$ cat config.mk
export PLATFORM = sky130hd
export DESIGN_NAME = memory_arbiter
export DESIGN_NICKNAME = d
export VERILOG_FILES = /design/src/rtl/memory_arbiter.sv
export SDC_FILE = /design/constraint.sdc
export NUM_CORES = 1
export LEC_CHECK = 0
export CAP_MARGIN = 10
export CORE_ASPECT_RATIO = 0.8
export CORE_MARGIN = 8
export CORE_UTILIZATION = 38
export CTS_CLUSTER_DIAMETER = 30
export DETAILED_ROUTE_END_ITERATION = 10
export PLACE_DENSITY = 0.84
export SLEW_MARGIN = 10
export SYNTH_ARGS = -nofsm -noshare
export SYNTH_HDL_FRONTEND = slang
export SYNTH_SLANG_ARGS = --single-unit
$ cat constraint.sdc
create_clock -name clk -period 2.3 [get_ports clk]
set_clock_uncertainty 0.05 [all_clocks]
set_input_delay 0.46 -clock clk [delete_from_list [all_inputs] [get_ports clk]]
set_output_delay 0.46 -clock clk [all_outputs]
set_load 0.02 [all_outputs]
$ cat src/rtl/memory_arbiter.sv
// -----------------------------------------------------------------------------
// memory_arbiter
//   Two-master round-robin read arbiter in front of one shared memory port.
//   At most one transaction is in flight at a time: IDLE -> ADDR -> RESP -> IDLE.
//
// Ports
//   clk, rst                 clock, synchronous active-high reset
//   m0_req_i / m1_req_i      master read request (held until that master's gnt)
//   m0_addr_i / m1_addr_i    master byte address
//   m0_gnt_o / m1_gnt_o      address accepted (combinational from mem_gnt_i)
//   m0_rvalid_o / m1_rvalid_o read data valid (combinational from mem_rvalid_i)
//   m0_rdata_o / m1_rdata_o  read data, zero whenever the matching rvalid is 0
//   mem_req_o, mem_addr_o    request to the shared memory (driven only in ADDR)
//   mem_gnt_i, mem_rvalid_i, mem_rdata_i  memory response
//   cnt0_o / cnt1_o          saturating count of completed reads per master
//   spurious_o               sticky flag for gnt/rvalid seen outside its phase
// -----------------------------------------------------------------------------
module memory_arbiter #(
  parameter int ADDR_WIDTH = 8,
  parameter int DATA_WIDTH = 32,
  parameter int CNT_WIDTH  = 16
) (
  input  logic                  clk,
  input  logic                  rst,
  input  logic                  m0_req_i,
  input  logic [ADDR_WIDTH-1:0] m0_addr_i,
  input  logic                  m1_req_i,
  input  logic [ADDR_WIDTH-1:0] m1_addr_i,
  output logic                  m0_gnt_o,
  output logic                  m1_gnt_o,
  output logic                  m0_rvalid_o,
  output logic                  m1_rvalid_o,
  output logic [DATA_WIDTH-1:0] m0_rdata_o,
  output logic [DATA_WIDTH-1:0] m1_rdata_o,
  output logic                  mem_req_o,
  output logic [ADDR_WIDTH-1:0] mem_addr_o,
  input  logic                  mem_gnt_i,
  input  logic                  mem_rvalid_i,
  input  logic [DATA_WIDTH-1:0] mem_rdata_i,
  output logic [CNT_WIDTH-1:0]  cnt0_o,
  output logic [CNT_WIDTH-1:0]  cnt1_o,
  output logic                  spurious_o
);

  typedef enum logic [1:0] {
    S_IDLE = 2'd0,
    S_ADDR = 2'd1,
    S_RESP = 2'd2
  } state_e;

  state_e                  state_q, state_d;
  logic                    owner_q, owner_d;   // 0 = m0, 1 = m1
  logic                    ptr_q, ptr_d;       // round-robin priority pointer
  logic [ADDR_WIDTH-1:0]   addr_q, addr_d;
  logic [CNT_WIDTH-1:0]    cnt0_q, cnt0_d;
  logic [CNT_WIDTH-1:0]    cnt1_q, cnt1_d;
  logic                    spur_q, spur_d;

  logic                    gnt_hit;
  logic                    rv_hit;

  // Counter increment that sticks at all-ones instead of wrapping.
  function automatic logic [CNT_WIDTH-1:0] sat_inc(input logic [CNT_WIDTH-1:0] v);
    if (&v) return v;
    return v + {{(CNT_WIDTH-1){1'b0}}, 1'b1};
  endfunction

  assign gnt_hit = (state_q == S_ADDR) && mem_gnt_i;
  assign rv_hit  = (state_q == S_RESP) && mem_rvalid_i;

  always_comb begin
    state_d = state_q;
    owner_d = owner_q;
    ptr_d   = ptr_q;
    addr_d  = addr_q;
    cnt0_d  = cnt0_q;
    cnt1_d  = cnt1_q;
    spur_d  = spur_q;

    case (state_q)
      S_IDLE: begin
        if (m0_req_i || m1_req_i) begin
          // Contention goes to the pointer; a lone requester always wins.
          owner_d = (m0_req_i && m1_req_i) ? ptr_q : m1_req_i;
          addr_d  = owner_d ? m1_addr_i : m0_addr_i;
          state_d = S_ADDR;
        end
      end
      S_ADDR: begin
        if (mem_gnt_i) state_d = S_RESP;
      end
      S_RESP: begin
        if (mem_rvalid_i) begin
          state_d = S_IDLE;
          ptr_d   = ~owner_q;
          if (owner_q) cnt1_d = sat_inc(cnt1_q);
          else         cnt0_d = sat_inc(cnt0_q);
        end
      end
      default: state_d = S_IDLE;
    endcase

    // Out-of-phase handshakes only raise the flag; they never move the FSM.
    if ((mem_rvalid_i && state_q != S_RESP) || (mem_gnt_i && state_q != S_ADDR))
      spur_d = 1'b1;
  end

  always_ff @(posedge clk) begin
    if (rst) begin
      state_q <= S_IDLE;
      owner_q <= 1'b0;
      ptr_q   <= 1'b0;
      addr_q  <= '0;
      cnt0_q  <= '0;
      cnt1_q  <= '0;
      spur_q  <= 1'b0;
    end else begin
      state_q <= state_d;
      owner_q <= owner_d;
      ptr_q   <= ptr_d;
      addr_q  <= addr_d;
      cnt0_q  <= cnt0_d;
      cnt1_q  <= cnt1_d;
      spur_q  <= spur_d;
    end
  end

  assign mem_req_o   = (state_q == S_ADDR);
  assign mem_addr_o  = (state_q == S_ADDR) ? addr_q : '0;

  assign m0_gnt_o    = gnt_hit && !owner_q;
  assign m1_gnt_o    = gnt_hit &&  owner_q;
  assign m0_rvalid_o = rv_hit  && !owner_q;
  assign m1_rvalid_o = rv_hit  &&  owner_q;
  assign m0_rdata_o  = m0_rvalid_o ? mem_rdata_i : '0;
  assign m1_rdata_o  = m1_rvalid_o ? mem_rdata_i : '0;

  assign cnt0_o      = cnt0_q;
  assign cnt1_o      = cnt1_q;
  assign spurious_o  = spur_q;

endmodule

Yosys cells after proc, flatten, opt, wreduce, memory -nomap -nowiden:

Cells that the tools add are included.

* add/subtract/negate cells: 2
* equal/unequal tests: 9
* muxes and demuxes: 19
* bitwise logic cells: 1
* reductions and logical operators: 20

Operators with widths (count)
* 2-to-1 mux 32 bit: 2
* adder 16 x 1 -> 16 bit (second input constant): 2
* 2-to-1 mux 16 bit: 2
* AND reduction 16 bit: 2
* 2-to-1 mux 8 bit: 2
* inequality test 2 bit (second input constant): 5
* logical AND 1 bit: 9
* 2-to-1 mux 1 bit: 9
* AND reduction 4 bit: 2
* 2-to-1 mux 2 bit: 3
* one-hot mux 2 bit (3 select lines): 1
* inequality test 2 x 1 -> 1 bit (second input constant): 2
* AND reduction 2 bit: 2
* AND reduction 3 bit: 1
* equality test 2 x 1 -> 1 bit (second input constant): 1
* equality test 2 bit (second input constant): 1
* zero test 2 bit: 1
* logical OR 1 bit: 2
* zero test 1 bit: 1
* inverter 1 bit: 1

* flip-flop bits (word level): 45
* input port bits: 54
* output and inout bits: 110
* logic and storage cells: 58

Depth between registers and ports, before layout:

* depth after elaboration: 7
* depth in mapped cells: 8
* depth with buffers taken out: 6

Worst setup path before layout:

Ideal clock, no wire load.

* path kind: in2out
* start: input port mem_rvalid_i
* end: output port m0_rdata_o[22]
* data arrival time: 1811 ps
* required time: 1790 ps
* path slack: -21 ps
* stages: 7
* buffers on the path: 3
* cells stage by stage: inv_1 -> or3_1 -> buf_6 -> inv_6 -> buf_4 -> clkbuf_1 -> and2_1

* word-level cells in the longest chain between the ends: 3

RTL lines
* start: declaration: line 38 `input logic mem_rvalid_i,`
* logical AND 1 bit: line 69 `assign rv_hit = (state_q == S_RESP) && mem_rvalid_i;`
* logical AND 1 bit: line 133 `assign m0_rvalid_o = rv_hit && !owner_q;`
* via m0_rvalid_o: line 31 `output logic m0_rvalid_o,`
* 2-to-1 mux 32 bit: line 135 `assign m0_rdata_o = m0_rvalid_o ? mem_rdata_i : '0;`
* end: declaration: line 33 `output logic [DATA_WIDTH-1:0] m0_rdata_o,`

The timed path passes the listed nets, and every way through them passes these cells.

Final worst setup path:

* start: input port mem_rvalid_i
* end: output port m1_rdata_o[7]

* word-level cells in the longest chain between the ends: 3

RTL lines
* logical AND 1 bit: line 69
* logical AND 1 bit: line 134 `assign m1_rvalid_o = rv_hit && owner_q;`
* 2-to-1 mux 32 bit: line 136 `assign m1_rdata_o = m1_rvalid_o ? mem_rdata_i : '0;`
* end: declaration: line 34 `output logic [DATA_WIDTH-1:0] m1_rdata_o,`

No other way between the ends.

==> reports/metrics.csv <==
stage;metric;value;unit
synth;synth_area_leaders;dfxtp_1 34%, and2_1 17%, a21oi_1 4.5%, mux2i_1 4.1%, nor2_1 3.2%;
grt;grt_max_degree;35;
final_layout;antennaDiodeCount;0;
clocking;clock_sinks;45;
clocking;clkSlewWorstSetupHoldPaths;90;ps
worst_setup_path;slowest_delay;360;ps
grt;grt_pass1_wl;16.6;mm
power_and_ir_drop;ir_worst_vdd;0.259;mV
synth;netlist_instances;339;
synth;avgSynthCellArea;7.92;um^2
grt;overflow;0;
detailed_routing;post_drt_wl_per_cell;17.7;um
worst_setup_path;r2r_cells;7;
synth;syn_nets;395;
detailed_routing;vias;3125;
worst_setup_path;critical_path_class;input port to primary output;
placement;hpwl;8.43;mm
final_layout;fin_area;4490;um^2
die;num_rows;27;
detailed_routing;vias_per_cell;5.17;
worst_setup_path;cpMaxStageDelayCell;dlygate4sd2_1;
timing;whs;445;ps
hold_path;whs_path_depth;2;
synth;synth_edf_count;0;
power_and_ir_drop;clkPwrFrac;0.353;
worst_setup_path;reg2reg_setup_slack;120;ps
worst_setup_path;endpoint_kind;primary output;
power_and_ir_drop;switching_share;0.251;
synth;synthFlopType;dfxtp_1;
grt;antenna_found_initial;0;
grt;grt_pass1_vias;3190;
timing;drv_slew;0;
synth;yosysTopAreaCell;dfxtp_1;
detailed_routing;drt_iter0_drc;126;
synth;synth_area;2690;um^2
placement;dpl-instance-area;4530;um^2
final_layout;area_growth;67.1;%
synth;synth_cell_types;41;
power_and_ir_drop;p_seq_frac;0.473;
synth;ys_seq_area_frac;0.335;
power_and_ir_drop;p_leak;1.99;nW
hold_path;hold_path.class;register to register;
worst_setup_path;cp.arrival;1710;ps
synth;synthTopCellsByCount;75 x and2_1, 45 x dfxtp_1, 24 x a21oi_1;
timing;period_minus_slack;2220;ps
final_layout;drive_gt1_frac;0.155;
clocking;cts_tree;built;
timing;setup_viol;0;
flow_run;drv_cap;0;
synth;synth-async-reset-ratio;0;
synth;yosysMostFrequentCell;and2_1;
clocking;cts_root_buffer;clkbuf_8;
die;die_height;91.2;um
die;io_pins;164;
clocking;hold_buffers;0;
clocking;clk_latency;290;ps
placement;dp_cells;593;
final_layout;final_cells;604;
synth;ys_seq_elements;45;
final_layout;nets;572;
placement;port_buffers;163;
die;die_x;110;um
run_status;outcome;finished clean;
timing;rsz0062_at_grt;no;
timing;period_share;0.965;
worst_setup_path;path_cells;dlygate4sd2_1 -> buf_4 -> and4b_1 -> buf_12 -> and2_1 -> dlygate4sd2_1;
worst_setup_path;path_max_fanout;34;
detailed_routing;drc;0;
detailed_routing;drt_wl_total;10.7;mm
clocking;h-tree-depth;2;
power_and_ir_drop;powerDensity;383;nW/um^2
clocking;cts.path.max_buffers;2;
timing;relSlewSlack;0.631;
clocking;cts_buffers;5;
power_and_ir_drop;finalPower;1.72;mW
timing;fin_setup_tns;0;ps
die;die_area;10000;um^2
synth;synthDominantCellAreaShare;0.335;
power_and_ir_drop;switching_power;0.431;mW
grt;grtUsageTotal;0.206;
power_and_ir_drop;p_int;1.29;mW
worst_setup_path;crit_path_frequent_cell;dlygate4sd2_1;
timing;maxClockFrequency;451;MHz
die;core_area;6860;um^2
timing;final_hold_viol_count;0;
worst_setup_path;startpoint_type;input port;
detailed_routing;ant_nets;0;
worst_setup_path;cp_data_required_time;1790;ps
timing;worst_slew_pin_slew;550;ps
synth;synth_warnings;0;
clocking;post-cts-setup-buffers;0;
detailed_routing;first_pass_iters;4;
power_and_ir_drop;combPwrFrac;0.175;
die;start_util;0.392;
placement;routabilityCongestion;0.871;
cell usage in the layout (no fill, tap or decap), drive strengths merged, types with 2 or more instances in the layout:
master and n:
or3 12, ha 2, a31oi 3, clkdlybuf4s15 9, nor2b 5, o31ai 10
and2 75, nand2 14, dlygate4sd2 36, or2 2, clkdlybuf4s50 85, mux2 4
nand4 12, inv 12, buf 56, a21oi 24, clkbuf 7, nor2 23
nor4 5, nand3 11, nor3 6, a211oi 9, and4 3, mux2i 11
o21ai 12, or4 9, dfxtp 45, and3 3
worst paths after layout:
path / from / to
max: mem_rvalid_i / m1_rdata_o[7]
min reg2reg: addr_q[6]$_SDFFE_PP0P_ / addr_q[6]$_SDFFE_PP0P_
min: addr_q[6]$_SDFFE_PP0P_ / addr_q[6]$_SDFFE_PP0P_
max reg2reg: state_q[0]$_SDFFE_PP0P_ / cnt0_o[15]$_SDFFE_PP0P_
worst max-delay path, delay by kind of cell:
kind                   cells  cell delay (ps)
and+or+nand+nor            2              370
buffers and inverters      4              870
layer usage:
| layer | GRT usage | part of all wire |
|---|---|---|
| met1 | 0.228 | 0.39 |
| met3 | 0.0770 | 0.090 |
| met4 | 0.0370 | 0.0082 |
| met5 | 0 | 0 |
| met2 | 0.367 | 0.51 |
timing repair:
action | 4_1_cts | 5_1_grt
cloned | 3 | 0
endpoints found under the setup margin | 86 | 4
pin swaps | 2 | 0
gates resized for setup | 182 | 5
state kept, by name, summed over array words and instances (netlist names):
name,flops
cnt0_o,16
cnt1_o,16
addr_q,8
state_q,2
owner_q,1
ptr_q,1
spurious_o,1
power by group through the flow:
stage	Combinational [mW]	Sequential [mW]	Clock [mW]
2_1_floorplan	0.123	0.833	0
3_3_place_gp	0.306	0.831	0
3_5_place_dp	0.313	0.832	0
4_1_cts	0.301	0.813	0.623
5_1_grt	0.325	0.816	0.652
6_report	0.300	0.813	0.607
cell type report:
cell class / count / area [um^2]
fillers: 614 / 2370
multi-input cells: 265 / 1670
repair buffers: 187 / 1630
flip-flops and latches: 45 / 901
well taps: 87 / 109
clock buffers: 6 / 72.6
inverters: 9 / 41.3
clock inverters: 2 / 38.8
repair inverters: 3 / 26.3
metrics by stage:
stage	setup WS [ps]	util
finish	80.5	0.654
global route	0.792	0.654
CTS	68.6	0.654
detailed placement	-633	0.661
global placement	-599	0.661
floorplan	134	-
cell families (layout without fill, tap and decap cells):
group	count (synthesis)	count (layout)	share of synthesized area
simple gates	183	183	0.401
compound gates	64	64	0.146
flops	45	45	0.335
buf+inv	29	207	0.0470
mux	15	15	0.0578
fa+ha+maj	2	2	0.00931
xor+xnor	1	1	0.00326
Note: power is estimated with default switching activity, not from simulation.
